**config.mk**
```make
export PLATFORM = sky130hd
export DESIGN_NAME = shifter_unit
export DESIGN_NICKNAME = d
export VERILOG_FILES = /design/src/rtl/shifter_unit.sv
export SDC_FILE = /design/constraint.sdc
export NUM_CORES = 1
export LEC_CHECK = 0
export CELL_PAD_IN_SITES_DETAIL_PLACEMENT = 1
export CELL_PAD_IN_SITES_GLOBAL_PLACEMENT = 2
export CORE_MARGIN = 4
export CORE_UTILIZATION = 26
export CTS_CLUSTER_SIZE = 10
export DETAILED_ROUTE_END_ITERATION = 6
export PLACE_DENSITY = 0.73
export SYNTH_ARGS = -nofsm -noshare
export SYNTH_HDL_FRONTEND = slang
export SYNTH_SLANG_ARGS = --single-unit
```
**constraint.sdc**
```tcl
create_clock -name clk -period 2.6 [get_ports clk]
set_input_delay 0.65 -clock clk [delete_from_list [all_inputs] [get_ports clk]]
set_output_delay 0.65 -clock clk [all_outputs]
set_load 0.02 [all_outputs]
```
**src/rtl/shifter_unit.sv**
```systemverilog
// Multi-cycle barrel shifter: shifts or rotates an operand by up to STEP
// positions per clock and presents the final value with a one-cycle done pulse.
module shifter_unit #(
  parameter int unsigned WIDTH = 32,
  parameter int unsigned STEP  = 1,
  parameter int unsigned AMT_W = 32
) (
  input  logic             clk,
  input  logic             reset,
  input  logic             start,
  input  logic [2:0]       mode,
  input  logic [WIDTH-1:0] data_in,
  input  logic [AMT_W-1:0] num_shifts,
  output logic [WIDTH-1:0] result,
  output logic             busy,
  output logic             done
);

  localparam int unsigned CNT_W = $clog2(WIDTH + 1);
  localparam int unsigned CMP_W = ((AMT_W > CNT_W) ? AMT_W : CNT_W) + 1;

  localparam logic [2:0] OP_SHR  = 3'b000;
  localparam logic [2:0] OP_SHRA = 3'b001;
  localparam logic [2:0] OP_SHL  = 3'b010;
  localparam logic [2:0] OP_ROR  = 3'b011;
  localparam logic [2:0] OP_ROL  = 3'b100;

  typedef enum logic {IDLE, SHIFT} state_t;

  state_t           state_q, state_d;
  logic [WIDTH-1:0] work_q, work_d;
  logic [CNT_W-1:0] rem_q, rem_d;
  logic [2:0]       mode_q, mode_d;
  logic [WIDTH-1:0] result_q, result_d;
  logic             done_q, done_d;

  logic [CMP_W-1:0] amt_ext_c;
  logic [CNT_W-1:0] eff_c;
  logic [CNT_W-1:0] k_c;
  logic [WIDTH-1:0] shifted_c;

  // Effective amount; the compare runs at a width that holds both the raw amount and WIDTH.
  always_comb begin
    amt_ext_c = CMP_W'(num_shifts);
    eff_c     = '0;
    case (mode)
      OP_SHR, OP_SHRA, OP_SHL:
        eff_c = (amt_ext_c >= CMP_W'(WIDTH)) ? CNT_W'(WIDTH) : CNT_W'(amt_ext_c);
      OP_ROR, OP_ROL:
        eff_c = CNT_W'(amt_ext_c % CMP_W'(WIDTH));
      default:
        eff_c = '0;
    endcase
  end

  // One step of the latched operation, at most STEP positions.
  always_comb begin
    k_c       = (rem_q > CNT_W'(STEP)) ? CNT_W'(STEP) : rem_q;
    shifted_c = work_q;
    case (mode_q)
      OP_SHR:  shifted_c = work_q >> k_c;
      OP_SHRA: shifted_c = $unsigned($signed(work_q) >>> k_c);
      OP_SHL:  shifted_c = work_q << k_c;
      OP_ROR:  shifted_c = (work_q >> k_c) | (work_q << (CNT_W'(WIDTH) - k_c));
      OP_ROL:  shifted_c = (work_q << k_c) | (work_q >> (CNT_W'(WIDTH) - k_c));
      default: shifted_c = work_q;
    endcase
  end

  always_comb begin
    state_d  = state_q;
    work_d   = work_q;
    rem_d    = rem_q;
    mode_d   = mode_q;
    result_d = result_q;
    done_d   = 1'b0;
    case (state_q)
      IDLE: begin
        if (start) begin
          work_d  = data_in;
          rem_d   = eff_c;
          mode_d  = mode;
          state_d = SHIFT;
        end
      end
      SHIFT: begin
        if (rem_q != '0) begin
          work_d = shifted_c;
          rem_d  = rem_q - k_c;
        end else begin
          result_d = work_q;
          done_d   = 1'b1;
          state_d  = IDLE;
        end
      end
      default: state_d = IDLE;
    endcase
  end

  always_ff @(posedge clk) begin
    if (reset) begin
      state_q  <= IDLE;
      work_q   <= '0;
      rem_q    <= '0;
      mode_q   <= '0;
      result_q <= '0;
      done_q   <= 1'b0;
    end else begin
      state_q  <= state_d;
      work_q   <= work_d;
      rem_q    <= rem_d;
      mode_q   <= mode_d;
      result_q <= result_d;
      done_q   <= done_d;
    end
  end

  assign result = result_q;
  assign done   = done_q;
  assign busy   = (state_q == SHIFT);

endmodule

```
Yosys cells after proc, flatten, opt, wreduce, memory -nomap -nowiden --
Cells that the tools add are included.
Cells by class: bitwise operators 4, add/sub/neg operators 2, $lt $le $gt $ge 2, muxes and demuxes 14, reductions and logical operators 10, eq/ne operators 11, shift-type cells 5
Operators by type and width (count):
- $pmux 32 s5 | 1
- $mux 32 | 2
- $or 32x32->32 | 2
- $pmux 32 s2 | 1
- $shl 32x6->32 | 2
- $shr 32x6->32 | 2
- $ge 32x6->1 const B | 1
- $sshr 32x6->32 | 1
- $mux 6 | 4
- $pmux 6 s2 | 2
- $eq 3x2->1 const B | 4
- $eq 3x1->1 const B | 2
- $eq 3x3->1 const B | 2
- $gt 6x1->1 const B | 1
- $logic_not 3->1 | 2
- $ne 6x1->1 const B | 1
- $reduce_and 2->1 | 3
- $reduce_bool 6->1 | 1
- $sub 6x6->6 | 1
- $sub 6x6->6 const A | 1
- $reduce_or 2->1 | 2
- $mux 1 | 3
- $reduce_and 3->1 | 1
- $reduce_or 3->1 | 1
- 4 further kinds | 5
Word-level totals: logic and storage cells 54, output and inout bits 34, bits in registers 75

Logic depth before layout (Yosys ltp) --
depth in word-level cells 8, depth in mapped cells 13, gate-level depth less buffers 9

Least setup slack after synthesis --
OpenSTA, ideal clock, no wires.
path type register to register, start register rem_q[1], end register work_q[20], setup time 86 ps, data required time 2514 ps, setup slack -149 ps, clock period less this slack 2749 ps, cell stages (with the launch flop) 14, path buffers 4, arrival 2663 ps, path through dfxtp_1 buf_6 nor4_4 nand2_2 inv_2 ha_1 clkbuf_1 nor4bb_1 buf_2 buf_2 nand2_1 o211ai_1 o22ai_1 a211oi_1
On the way: cells in the longest elaborated chain, start to end 8, elaborated cells on any way between the ends 16, those cells by class 1 x add/sub; 1 x order compare; 1 x eq/ne; 5 x shift; 4 x mux; 2 x bitwise; 2 x reduce/logical
RTL lines:
- start: declaration | RTL line 32 | logic [CNT_W-1:0] rem_q, rem_d;
- start signal: assignment | RTL line 111 | rem_q <= rem_d;
- $gt 6x1->1 | RTL line 58 | k_c = (rem_q > CNT_W'(STEP)) ? CNT_W'(STEP) : rem_q;
- $mux 6 | RTL line 58
- $sub 6x6->6 | RTL line 64, 65
- $shr 32x6->32 or $shl 32x6->32 (tied branches) | RTL line 65, 64
- $or 32x32->32, on equally long branches | RTL line 65, 64
- $pmux 32 s5 | RTL line 60 | case (mode_q)
- $mux 32 | RTL line 87 | if (rem_q != '0) begin
- $pmux 32 s2 | RTL line 77 | case (state_q)
- end signal: assignment | RTL line 110 | work_q <= work_d;
- end: declaration | RTL line 31 | logic [WIDTH-1:0] work_q, work_d;
Several ways; a longest one is shown, not always the timed one. The select of a mux whose other input is x is not followed. A chain may end at the register's enable or synchronous reset.

Worst setup path in the final report --
start register rem_q[0], end register work_q[10]
Same word-level chain as after synthesis.

==> impl_metrics.toml <==
[timing]
slew_violations = 0
fin_crit_sh_pct = 92.1
fin_skew_ps = 5.69
layout_min_cycle_time_ps = 2390
fmax_mhz = 418
maxSlewHeadroom_pct = 26.8
timing.setup.tns_ps = 0
setup_viol = 0
hold_viol_final = 0
rsz0062_at_grt = "false"
worst_slew_pin_slew_ps = 1100

[floorplanning]
dieArea_um2 = 19200
core-area_um2 = 16600
die-height_um = 138
initial_core_util_pct = 26.6
ioPinCount = 104
rows = 47
die_x_um = 138

[placed_design]
hpwl_mm = 12.5
place.gp.congestion = 0.856
io_buffers = 103
place_area_um2 = 5720

[global_routing]
grt_util_all_layers_pct = 18.2
grt_antenna_before_repair = 0
grt-ovfl-total = 0
grt_max_degree = 51
grt_pass1_vias = 5120
grt_pass1_wl_mm = 28.1

[logic_synthesis]
ys_ff_latch = 75
syn-num-nets = 643
synthFlopType = "dfxtp_1"
synth_edf_count = 0
syn_inst = 571
syn_area_um2 = 4420
async_flop_share_pct = 0
ys_warn_count = 0
yosysUniqueCellTypes = 65
seq_area_frac_synth_pct = 33.9
syn_area_per_cell_um2 = 7.75

[worst_setup_path]
arrival_ps = 2650
crit_slowest_cell = "dfxtp_1"
path_delay_family = "simple AND/OR/NAND/NOR gates"
timing.rr.start = "rem_q[0]$_SDFFE_PP0P_"
path_class = "reg2reg"
path_max_fanout = 10
startpoint = "rem_q[0]$_SDFFE_PP0P_"
worstPathCellList = "nor4_4, nand2_2, inv_4, ha_2, nor4bb_4, buf_6, a221oi_1, a221o_1, a221oi_2"
worstReg2RegEnd = "work_q[10]$_SDFFE_PP0P_"
r2r_setup_slack_ps = 210
crit_required_ps = 2850
crit_path_max_incr_delay_ps = 380
start_kind = "flip-flop"
path_buf_inv = 2
end_kind = "flip-flop"
ff2ff_path_depth = 9

[clocking]
clock_latency_ps = 340
numCtsBuffers = 9
clock_sink_count = 75
clockBufferDepth = 2
htreeDepth = 3
path_clk_slew_ps = 60
root_buffer = "clkbuf_16"
cts_tree = "done"

[final_layout]
nets = 736
stdcell_area_um2 = 6040
final_common_cell = "nand2_1"
final_cell_mix = "103 x nand2_1, 102 x clkdlybuf4s50_1, 75 x dfxtp_1"
drive_above_1_share_pct = 12.0
nFillCells = 1964
area_growth_pct = 36.6
num_antenna_cells = 0

[power_and_ir_drop]
p_per_area_nw_per_um2 = 704
vdd_ir_drop_max_uv = 326
p_leak_uw = 0.00208

[hold_path]
holdPathEnd = "result[26]$_SDFFE_PP0P_"
worstHoldPathCells = 2
hold_path.class = "reg2reg"
min_from = "result[26]$_SDFFE_PP0P_"

[drt]
drt_iter0_drc = 306
drc = 0
vias = 4736
drtPass1Iterations = 4
routed_wl_mm = 17.6
via_per_inst = 5.34
wl_per_cell_um = 19.9
antenna_left = 0

[flow_run]
cap_violations = 0

[run_status]
status = "finished clean"
[worst max-delay path by stage]
stage                               to  cells past startpoint  slack [ps]
2_1_floorplan  work_q[20]$_SDFFE_PP0P_                     13          -1
3_3_place_gp   work_q[10]$_SDFFE_PP0P_                      9         240
3_5_place_dp   work_q[10]$_SDFFE_PP0P_                      9         130
4_1_cts        work_q[10]$_SDFFE_PP0P_                      9         120
5_1_grt        work_q[10]$_SDFFE_PP0P_                      9          20
6_report       work_q[10]$_SDFFE_PP0P_                      9         210
[tightest hold or removal path: cells and delay by family (launching register included)]
kind	cells	cell delay, ps
compound gates	1	50
simple gates	1	50
flops	1	300
[layout make-up]
type,instances,area (µm²),share of cell area [%]
Clock inverter,3,65.1,1.08
Tap cell,220,275,4.56
Timing Repair Buffer,131,1260,20.9
Sequential cell,75,1500,24.9
Clock buffer,11,233,3.85
Inverter,8,32.5,0.539
Multi-Input combinational cell,439,2670,44.2
[metal layers]
| layer | GRT usage, % | wire (µm) | up-vias |
|---|---|---|---|
| li1 | - | - | 2266 |
| met1 | 22.6 | 7820 | 2327 |
| met2 | 31.4 | 8670 | 117 |
| met3 | 3.66 | 782 | 26 |
| met4 | 6.19 | 367 | 0 |
| met5 | 0 | 0 | - |
[where the power goes]
part / internal [µW] / leakage [µW] / switching, µW
logic: 638 / 0.00132 / 763
clock network: 829 / 0.000145 / 490
registers: 1270 / 0.000614 / 255
total: 2740 / 0.00208 / 1510
[cell usage after synthesis (3+ instances only)]
cell type    n  area, µm²
a211oi_1     8       60.1
a21oi_1     62        310
a221oi_1     3       26.3
a311oi_1     4       35.0
a31oi_1      5       31.3
a32oi_1      3       26.3
buf_2       16       80.1
clkbuf_1    27        101
dfxtp_1     75       1500
inv_1        6       22.5
mux2_2      23        259
mux2i_1     18        180
nand2_1    103        387
nand2b_1     3       18.8
nand3_1     11       55.1
nand4_1      7       43.8
nor2_1      42        158
nor3_1      27        135
nor4_1      17        106
o211ai_1    20        150
o21ai_0     24        120
o221ai_1     3       26.3
o22ai_1      4       25.0
or3_1        6       37.5
xor2_1       3       26.3
[registers in the layout, indices dropped and copies added, names as in the netlist]
name	count
result	32
work_q	32
rem_q	6
mode_q	3
busy	1
done	1
[cell families (layout without fill, tap and decap cells)]
logic type	Yosys count	in the layout	share of synthesized area, %
AOI/OAI and AO/OA	158	158	23.1
xor gates and xnor gates	4	4	0.792
adders and majority gates	2	2	0.566
buffers and inverters	57	153	6.05
DFF	75	75	33.9
muxes	42	42	10.4
other	1	1	0.0848
and+or+nand+nor	232	232	25.0
[metrics by stage]
step | power, µW | std cells | util, % | worst slack, ps | hold WS (ps)
after floorplan | 2380 | 571 | - | -1.48 | 445
after global placement | 2920 | 872 | 34.4 | 235 | 443
after detailed placement | 2950 | 872 | 34.4 | 129 | 449
after CTS | 4280 | 886 | 36.2 | 123 | 457
after global routing | 4490 | 887 | 36.3 | 22.2 | 479
final | 4250 | 887 | 36.3 | 206 | 453
[what timing repair did]
action	4_1_cts	5_1_grt
setup buffers	0	0
hold buffers	0	0
setup endpoints to repair	0	2
resized for setup	0	3
Note: power is estimated with default switching activity, not from simulation.
